$ cat src/rtl/nand_gate.sv
// nand_gate: bitwise 2-input NAND with registered copy
// and a saturating output-transition counter.
//
// Ports:
//   clk        rising-edge clock
//   rst        async active-high reset
//   a, b       operands (WIDTH lanes)
//   out        ~(a & b), combinational, not gated by clk/rst
//   out_q      out registered on clk, resets to all-ones
//   toggle_cnt cycles where out differed from out_q,
//              saturating at all-ones
module nand_gate #(
  parameter int WIDTH = 1,
  parameter int CNT_W = 8
) (
  input  logic             clk,
  input  logic             rst,
  input  logic [WIDTH-1:0] a,
  input  logic [WIDTH-1:0] b,
  output logic [WIDTH-1:0] out,
  output logic [WIDTH-1:0] out_q,
  output logic [CNT_W-1:0] toggle_cnt
);

  // NAND of all-zero inputs
  localparam logic [WIDTH-1:0] Q_RST = '1;
  localparam logic [CNT_W-1:0] C_MAX = '1;

  logic [WIDTH-1:0] r_q;
  logic [CNT_W-1:0] r_cnt;
  logic             w_chg;
  logic             w_sat;

  assign out = ~(a & b);

  // one count per cycle, however many lanes move
  assign w_chg = (out != r_q);
  assign w_sat = (r_cnt == C_MAX);

  always_ff @(posedge clk or posedge rst) begin
    if (rst) begin
      r_q <= Q_RST;
    end else begin
      r_q <= out;
    end
  end

  always_ff @(posedge clk or posedge rst) begin
    if (rst) begin
      r_cnt <= '0;
    end else if (w_chg && !w_sat) begin
      r_cnt <= r_cnt + CNT_W'(1);
    end
  end

  assign out_q      = r_q;
  assign toggle_cnt = r_cnt;

endmodule

$ cat config.mk
export PLATFORM = sky130hd
export DESIGN_NAME = nand_gate
export DESIGN_NICKNAME = d
export VERILOG_FILES = /design/src/rtl/nand_gate.sv
export SDC_FILE = /design/constraint.sdc
export NUM_CORES = 1
export LEC_CHECK = 0
export BUFFER_PORTS_ARGS = -buffer_cell sky130_fd_sc_hd__buf_2
export CAP_MARGIN = 5
export CORE_AREA = 5 5 42 44
export DETAILED_ROUTE_END_ITERATION = 12
export DIE_AREA = 0 0 47 49
export GPL_TIMING_DRIVEN = 0
export SLEW_MARGIN = 25
export SYNTH_ARGS = -nofsm -noshare
export SYNTH_HDL_FRONTEND = slang
export SYNTH_SLANG_ARGS = --single-unit
$ cat constraint.sdc
create_clock -name clk -period 1.9 [get_ports clk]
set_input_delay 0.38 -clock clk [delete_from_list [all_inputs] [get_ports clk]]
set_output_delay 0.38 -clock clk [all_outputs]
set_load 0.005 [all_outputs]
Word-level counts from Yosys, hierarchy flattened
Index checks and enable logic that the tools add are counted.
- register bits after elaboration: 9
- input bits: 4
- output and inout port bits: 10
- $add $sub $neg: 1
- equal/unequal tests: 2
- bitwise operators: 2
- reductions and logical operators: 2
- operators with widths (operator ; count):
    adder 8 x 1 -> 8 bit (second input constant) ; 1
    equality test 8 bit (second input constant) ; 1
    AND 1 bit ; 1
    logical AND 1 bit ; 1
    zero test 1 bit ; 1
    inequality test 1 bit ; 1
    inverter 1 bit ; 1

Logic depth before layout (Yosys ltp)
Gate-level depths: netlist of the first run.
- depth in word-level cells: 4
- gate-level depth with buffers: 5
- gate-level depth less buffers: 5

Worst setup path after synthesis of the first run
OpenSTA, ideal clock, no wires.
- path kind: register to register
- start: register r_q, in the netlist out_q
- end: register r_cnt[6], in the netlist toggle_cnt[6]
- setup time: 0.128 ns
- data arrival time: 1.459 ns
- required time: 1.772 ns
- path slack: 0.314 ns
- stages on the path, launching flop included: 5
- path buffers: 0
- clock period less this slack: 1.586 ns
- cell sequence: dfstp_2 -> and3b_4 -> or2_4 -> nor3_2 -> mux2_1
- word-level cells in the longest chain between the ends: 2
- RTL lines (element ; RTL line ; source):
    start, declared ; 29 ; logic [WIDTH-1:0] r_q;
    start signal, assigned ; 44 ; r_q <= out;
    inequality test 1 bit ; 37 ; assign w_chg = (out != r_q);
    logical AND 1 bit ; 51 ; end else if (w_chg && !w_sat) begin
    end signal, assigned ; 52 ; r_cnt <= r_cnt + CNT_W'(1);
    end, declared ; 30 ; logic [CNT_W-1:0] r_cnt;
No other way between the ends.
A chain may end at the register's enable or synchronous reset.

Worst setup path in the final report of the first run
- start: register r_cnt[0], in the netlist toggle_cnt[0]
- end: register r_cnt[1], in the netlist toggle_cnt[1]
- word-level cells in the longest chain between the ends: 3
- elaborated cells between the ends (all ways): 4
- RTL lines (element):
    branches (longest 3 deep; another with adder 8 x 1 -> 8 bit)
Parallel ways; which one is timed is not known.

==> flow_summary.ini, run 1 <==
[status]
status = finished clean

[worst_setup_path]
end_kind = flop
cpPeakStageDelay_ns = 0.42
cp.depth = 4
cpMaxStageDelayCell = dfrtp_1
crit_chain = ha_1, and3_1, a211oi_4, mux2_2
start_kind = flop
cp_data_required_time_ns = 2.04
crit_arrival_ns = 1.80
path_max_fanout = 5
critPathKind = flop to flop
r2r_cells = 4
path_buf_inv = 0
crit_family = flip-flops

[clocking]
cts_setup_buffers = 0
post_cts.resized_instances = 0
clock_path_buffers = 2
worstSkewPairLatency_ns = 0.26
clockRootBuffer = clkbuf_4
cts_max_level = 1
cts_buffers = 3
cts_tree = yes
clk_pin_slew_worst_paths_ns = 0.07
hold_buffers = 0
cts_sinks = 9

[timing]
max_freq_ghz = 0.604
layout_min_cycle_time_ns = 1.66
finalSetupTns_ns = 0
relSlewSlack_pct = 77.4
hold_viol = 0
rsz0062_at_grt = false
finalMaxSlewViolations = 0
worst_pin_slew_ns = 0.339
setup-violations-final = 0
post-route-period-util_pct = 87.2
skew_ns = 0.00972

[grt]
grt_pass1_vias = 368
antenna_found_initial = 0
grt_pass1_wl_um = 1590
grt_max_degree = 10
grt_usage_pct = 9.79
overflow = 0

[placement]
postPlaceCellArea_um2 = 567
dp.cells = 71
place_congestion = 0.678
dpl.hpwl_um = 729
io_buffer_count = 13

[power]
p_leak_nw = 0.271
netSwitchingPower_mw = 0.287
power_density_mw_per_mm2 = 1320
p_sw_share_pct = 36.6
internal-power_mw = 0.495
pwr-share-clk_pct = 19.0
peakVddDrop_mv = 0.602
power_frac_comb_pct = 33.8
pwr-share-seq_pct = 47.2

[detailed_routing]
drt-initial-drc-count = 0
wl_um = 880
vias = 359
firstDrtPassIters = 1
ant_nets = 0
via_per_inst = 4.79
remaining_drc_errors = 0
avgRoutedWirePerCell_um = 11.7

[layout]
syn_to_final_growth_pct = 23.1
multi_input_area_um2 = 244
antenna_cells = 0
layout_common_cells = buf_2 (13), dfrtp_1 (8), nand2_1 (3), inv_1 (3), clkbuf_4 (3)
nNetsFinal = 65
layout-drive-gt1-share_pct = 40.7
final_cell_area_um2 = 593
fillers = 145
post-route-util_pct = 42.3
final_common_cell = buf_2
fin_cells = 75
regArea_um2 = 226

[run]
drv_cap = 0

[yosys]
yosysSeqAreaShare_pct = 47.0
yosys_register_bits = 9
synth_area_per_cell_um2 = 11.5
synth_cells = 42
syn_nets = 47
syn-cell-area_um2 = 482
ys.warnings.count = 0
synth.distinct_cells = 26

[floorplanning]
core_mm2 = 0.00140
die_height_um = 49
num_rows = 14
die_area_mm2 = 0.00230
fp.dieW_um = 47
ioPinCount = 14
initial_utilization_pct = 34.4

[hold_path]
holdCritPathClass = input pin to asynchronous set/reset pin
[state kept, by name (all words and copies together) (netlist names)]
name	cells
toggle_cnt	8
out_q	1
[worst reg2reg max path: cells and delay by family (launching register included)]
kind | cells | cell delay [ns]
flops | 1 | 0.42
mux | 1 | 0.37
compound gates | 1 | 0.29
fa+ha+maj | 1 | 0.24
simple gates | 1 | 0.21
[cells in the mapped netlist]
cell	number	area [um^2]
nand2b_1	1	6.26
dfstp_2	1	26.3
xor2_1	1	8.76
and3b_4	1	12.5
xnor2_1	2	17.5
and4_4	1	11.3
mux2_2	1	11.3
nand3_1	2	10.0
mux2i_1	1	10.0
dfrtp_1	8	200
mux2_1	2	22.5
or2_4	1	8.76
ha_1	1	12.5
a211oi_4	1	20.0
nor3_1	1	5.00
nand4_1	2	12.5
inv_1	3	11.3
nor2_1	2	7.51
and4_1	1	8.76
and3_1	1	6.26
a21boi_1	1	7.51
nor3_2	1	10.0
nand2_1	3	11.3
a21oi_1	1	5.00
o21bai_1	1	7.51
a21boi_2	1	11.3
[path summary, 6_finish.rpt]
path                                    start            end  slack [ns]
worst max-delay path            toggle_cnt[0]  toggle_cnt[1]        0.24
worst min-delay path                      rst  toggle_cnt[6]        0.06
worst max register to register  toggle_cnt[0]  toggle_cnt[1]        0.24
worst min register to register  toggle_cnt[0]  toggle_cnt[0]        0.54
max in group asynchronous                 rst          out_q        1.55
min in group clk                            b          out_q        0.30
[layer usage]
layer	share of wire [%]	routed length (um)	track usage (%)
met1	44	390	11.5
met2	49	430	14.3
met3	5.7	50	5.54
met4	0.91	8	4.15
met5	0	0	0
[layout make-up]
class | count | area share, %
clock buffers | 4 | 4.43
inverters | 3 | 1.90
multi-input cells | 30 | 41.1
well taps | 16 | 3.38
repair buffers | 13 | 11.0
flip-flops and latches | 9 | 38.2
[kinds of logic after synthesis]
logic type               count (synthesis)  share of synthesized area [%]
XOR/XNOR                                 3                           5.46
AND/OR/NAND/NOR                         17                           22.9
multiplexers                             4                           9.09
buffers and inverters                    3                           2.34
AO/OA/AOI/OAI                            5                           10.6
adder cells (fa/ha/maj)                  1                           2.60
flip-flops                               9                           47.0
[per-stage QoR]
stage	hold slack, ns	total power, mW	setup WS (ns)
after floorplan	0.207	0.521	0.314
after global placement	0.359	0.634	0.231
after detailed placement	0.359	0.643	0.236
after CTS	0.0695	0.796	0.224
after global routing	0.0839	0.866	0.163
final	0.0588	0.782	0.244
[power by group through the flow]
| stage | clock network (mW) | registers (mW) | logic [mW] |
|---|---|---|---|
| 6_report | 0.149 | 0.369 | 0.264 |
| 5_1_grt | 0.171 | 0.392 | 0.304 |
| 4_1_cts | 0.155 | 0.370 | 0.271 |
| 3_5_place_dp | 0 | 0.373 | 0.269 |
| 3_3_place_gp | 0 | 0.371 | 0.263 |
| 2_1_floorplan | 0 | 0.364 | 0.157 |
No activity file was read; power rests on OpenSTA's default activity.
==> run 2: changes to the inputs <==
- CELL_PAD_IN_SITES_DETAIL_PLACEMENT: default -> 1
- CELL_PAD_IN_SITES_GLOBAL_PLACEMENT: default -> 1
- CORE_AREA: 5 5 42 44 -> default
- CORE_MARGIN: default -> 5
- CORE_UTILIZATION: default -> 36
- DIE_AREA: 0 0 47 49 -> default
- PLACE_DENSITY_LB_ADDON: default -> 0.1
==> run 2 against run 1 <==
Maximum frequency down 1.6%. Sequential power is 1% higher. Cell area shrank 0.21%. Utilization is 3.7 points higher. First-iteration DRC count up 1. Worst setup slack worse by 0.027 ns. Clock power hardly changed. Hold slack better by 0.011 ns. Combinational power rose by 8.0%. Final cell count decreased by 1.3%. Non-clock buffer count stayed put. Critical endpoint unchanged. Largest cell class unchanged. Highest routed layer unchanged.
==> flow_summary.ini, run 2 (same netlist as run 1, synthesis figures left out) <==
[worst_setup_path]
path_max_fanout = 5
crit_arrival_ns = 1.83
start_kind = flop
end_kind = flop
timing.critical_path.from = toggle_cnt[0]
r2r_start = toggle_cnt[0]
cp_data_required_time_ns = 2.05
critPathKind = flop to flop

[placement]
place_congestion = 0.693
postPlaceCellArea_um2 = 566
dpl.hpwl_um = 879
io_buffer_count = 13
place_ws_ns = 0.231
dp.cells = 70

[floorplanning]
num_rows = 13
initial_utilization_pct = 37.5
ioPinCount = 14
fp.dieW_um = 46.6
die_height_um = 46.6
die_area_mm2 = 0.00217
core_mm2 = 0.00128

[timing]
relSlewSlack_pct = 76.5
hold_viol = 0
fin_ws_ns = 0.217
setup-violations-final = 0
post-route-period-util_pct = 88.6
rsz0062_at_grt = false
finalSetupTns_ns = 0
max_freq_ghz = 0.594
worst_pin_slew_ns = 0.352
layout_min_cycle_time_ns = 1.68
finalMaxSlewViolations = 0
skew_ns = 0.00250

[detailed_routing]
remaining_drc_errors = 0
drt-initial-drc-count = 1
firstDrtPassIters = 3
ant_nets = 0
wl_um = 1110
avgRoutedWirePerCell_um = 15.0
vias = 384
via_per_inst = 5.19

[clocking]
cts_sinks = 9
cts_buffers = 3
clockRootBuffer = clkbuf_4
cts_max_level = 1
cts_setup_buffers = 0
cts_tree = yes
clk_pin_slew_worst_paths_ns = 0.06
clock_path_buffers = 2
worstSkewPairLatency_ns = 0.26
hold_buffers = 0
post_cts.resized_instances = 0

[power]
power_density_mw_per_mm2 = 1360
power_frac_comb_pct = 35.3
p_sw_share_pct = 38.2
pwr-share-seq_pct = 46.4
internal-power_mw = 0.499
pwr-share-clk_pct = 18.4
netSwitchingPower_mw = 0.308
p_leak_nw = 0.271
peakVddDrop_mv = 0.527

[grt]
grt_pass1_wl_um = 1770
grt_usage_pct = 12.4
grt_pass1_vias = 365
antenna_found_initial = 0
overflow = 0
grt_max_degree = 10

[layout]
largest_register_ffs = 8
regArea_um2 = 226
nNetsFinal = 65
layout-drive-gt1-share_pct = 40.7
multi_input_area_um2 = 244
final_common_cell = buf_2
syn_to_final_growth_pct = 22.9
final_cell_area_um2 = 592
antenna_cells = 0
fin_cells = 74
layout_common_cells = buf_2 (13), dfrtp_1 (8), nand2_1 (3), inv_1 (3), clkbuf_4 (3)
fillers = 158

[run]
drv_cap = 0

[status]
status = finished clean

[hold_path]
holdCritPathClass = input pin to asynchronous set/reset pin
-- run 2: worst paths after layout --
path | endpoint | slack, ns | depth (start not counted)
max | toggle_cnt[1] | 0.22 | 4
min | toggle_cnt[3] | 0.07 | 2
max reg2reg | toggle_cnt[1] | 0.22 | 4
min reg2reg | toggle_cnt[0] | 0.54 | 1
max in group asynchronous | out_q | 1.53 | 2
min in group clk | out_q | 0.30 | 2
-- run 2: layout make-up --
cell class / count / area share (%)
multi-input combinational: 30 / 41.2
sequential: 9 / 38.3
timing repair buffer: 13 / 11.0
clock buffer: 4 / 4.44
tap: 15 / 3.17
inverter: 3 / 1.90
-- run 2: worst max-delay path: stages, from the launching register on --
cell and delay (ns):
dfrtp_1 0.42, ha_1 0.26, and3_1 0.22, a211oi_4 0.30, mux2_2 0.37
-- run 2: routing by layer --
metal	global-route usage (%)	vias to the layer above	part of all wire [%]	routed length, um
li1	-	184	-	-
met1	14.2	185	43	477
met2	19.5	11	50	550
met3	5.86	4	6.3	70
met4	5.11	0	1.2	13
met5	0	-	0	0
-- run 2: per-stage QoR --
stage | util (%) | hold WS (ns) | total power [mW]
3_3_place_gp | 44.0 | 0.348 | 0.629
3_5_place_dp | 44.0 | 0.354 | 0.661
2_1_floorplan | - | 0.207 | 0.521
4_1_cts | 46.1 | 0.0782 | 0.819
5_1_grt | 46.1 | 0.0894 | 0.869
6_report | 46.1 | 0.0693 | 0.807
-- run 2: power by group through the flow --
| stage | clock (mW) | sequential (mW) | combinational [mW] |
|---|---|---|---|
| 6_report | 0.148 | 0.374 | 0.285 |
| 5_1_grt | 0.169 | 0.386 | 0.315 |
| 4_1_cts | 0.155 | 0.371 | 0.293 |
| 3_5_place_dp | 0 | 0.373 | 0.289 |
| 3_3_place_gp | 0 | 0.364 | 0.265 |
| 2_1_floorplan | 0 | 0.364 | 0.157 |
==> run 3: changes to the inputs <==
- BUFFER_PORTS_ARGS: -buffer_cell sky130_fd_sc_hd__buf_2 -> -buffer_cell sky130_fd_sc_hd__buf_4
- CORE_AREA: default -> 5 5 42 44
- CORE_MARGIN: 5 -> default
- CORE_UTILIZATION: 36 -> default
- DIE_AREA: default -> 0 0 47 49
- REMOVE_ABC_BUFFERS: default -> 1
- clock period: 1.9 -> 2.08 ns (I/O delays scaled with it)
==> run 3 against run 2 <==
Sequential power down 7.8%. Cell area grew 5.7%. Routed wire length shrank 0.63%. Largest cell class unchanged. Global-route usage decreased by 0.56 points. Hold slack better by 0.050 ns.
==> flow_summary.ini, run 3 (same netlist as run 1, synthesis figures left out) <==
[status]
status = finished clean

[timing]
relSlewSlack_pct = 76.5
hold_ws_ns = 0.119
max_freq_ghz = 0.598
finalMaxSlewViolations = 0
setup-violations-final = 0
layout_min_cycle_time_ns = 1.67
post-route-period-util_pct = 80.4
worst_pin_slew_ns = 0.352
finalSetupTns_ns = 0
rsz0062_at_grt = false
skew_ns = 0.00188
hold_viol = 0

[detailed_routing]
firstDrtPassIters = 4
wl_um = 1100
via_per_inst = 5.16
remaining_drc_errors = 0
avgRoutedWirePerCell_um = 14.7
ant_nets = 0
vias = 387
drt-initial-drc-count = 5

[clocking]
clock_path_buffers = 2
cts_tree = yes
hold_buffers = 0
clk_pin_slew_worst_paths_ns = 0.06
cts_buffers = 3
clockRootBuffer = clkbuf_4
post_cts.resized_instances = 0
cts_sinks = 9
cts_setup_buffers = 0
cts_max_level = 1
worstSkewPairLatency_ns = 0.26

[grt]
use_met1_pct = 13.0
use_met3_pct = 4.80
grt_usage_pct = 11.8
grt_max_degree = 10
overflow = 0
antenna_found_initial = 0
grt_pass1_wl_um = 1840
grt-busiest-layer = met2
grt_pass1_vias = 406
met2_usage_pct = 17.6

[worst_setup_path]
start_kind = flop
path_max_fanout = 5
timing.critical_path.from = toggle_cnt[0]
crit_arrival_ns = 1.82
critPathKind = flop to flop
r2r_start = toggle_cnt[0]
cp_data_required_time_ns = 2.23
end_kind = flop

[floorplanning]
core_mm2 = 0.00140
initial_utilization_pct = 34.4
fp.dieW_um = 47
die_area_mm2 = 0.00230
num_rows = 14
ioPinCount = 14
die_height_um = 49

[layout]
largest_register_ffs = 8
nNetsFinal = 65
layout-drive-gt1-share_pct = 40.7
fin_cells = 75
fillers = 168
final_common_cell = buf_4
syn_to_final_growth_pct = 29.9
antenna_cells = 0
layout_common_cells = buf_4 (13), dfrtp_1 (8), nand2_1 (3), inv_1 (3), clkbuf_4 (3)

[power]
netSwitchingPower_mw = 0.275
pwr-share-clk_pct = 17.5
pwr-share-seq_pct = 45.2
internal-power_mw = 0.489
p_sw_share_pct = 36.0
power_frac_comb_pct = 37.3
power_density_mw_per_mm2 = 1220
peakVddDrop_mv = 0.536
p_leak_nw = 0.282

[placement]
io_buffer_count = 13
dpl.hpwl_um = 880
dp.cells = 71
place_congestion = 0.749

[hold_path]
holdCritPathClass = input pin to asynchronous set/reset pin

[run]
drv_cap = 0
run 3: cell count changes in the layout (fill, tap and decap cells not counted):
cell	change
buf_2	-13
buf_4	+13
run 3: final timing paths:
path                                 endpoint  cells after the start  slack [ns]
max in group asynchronous               out_q                      2        1.66
worst min-delay path            toggle_cnt[6]                      2        0.12
worst min register to register  toggle_cnt[0]                      1        0.54
worst max register to register  toggle_cnt[1]                      4        0.41
min in group clk                        out_q                      2        0.32
worst max-delay path            toggle_cnt[1]                      4        0.41
run 3: stage by stage:
step	setup WS [ns]	utilization, %	instance area, um^2	power, mW
after floorplan	0.494	-	482	0.476
after global placement	0.429	42.8	599	0.619
after detailed placement	0.397	42.8	599	0.640
after CTS	0.387	44.6	626	0.781
after global routing	0.343	44.6	626	0.830
final	0.408	44.6	626	0.765
run 3: critical path: stages (launching register included):
cell      delay [ns]
dfrtp_1         0.42
ha_1            0.25
and3_1          0.22
a211oi_4        0.30
mux2_2          0.37
run 3: cell type report:
type	count	area [um^2]	area share, %
Tap cell	16	20.0	3.20
Multi-Input combinational cell	30	244	39.0
Inverter	3	11.3	1.80
Timing Repair Buffer	13	97.6	15.6
Sequential cell	9	226	36.2
Clock buffer	4	26.3	4.20
run 3: layer usage:
metal | part of all wire, % | up-vias
met2 | 52 | 11
met4 | 3.4 | 0
met1 | 38 | 188
met5 | 0 | -
met3 | 6.0 | 4
li1 | - | 184
run 3: power by group through the flow:
stage / sequential [mW] / clock [mW] / combinational, mW
5_1_grt: 0.358 / 0.151 / 0.322
6_report: 0.345 / 0.134 / 0.285
3_5_place_dp: 0.347 / 0 / 0.293
4_1_cts: 0.345 / 0.142 / 0.294
3_3_place_gp: 0.340 / 0 / 0.280
2_1_floorplan: 0.332 / 0 / 0.144
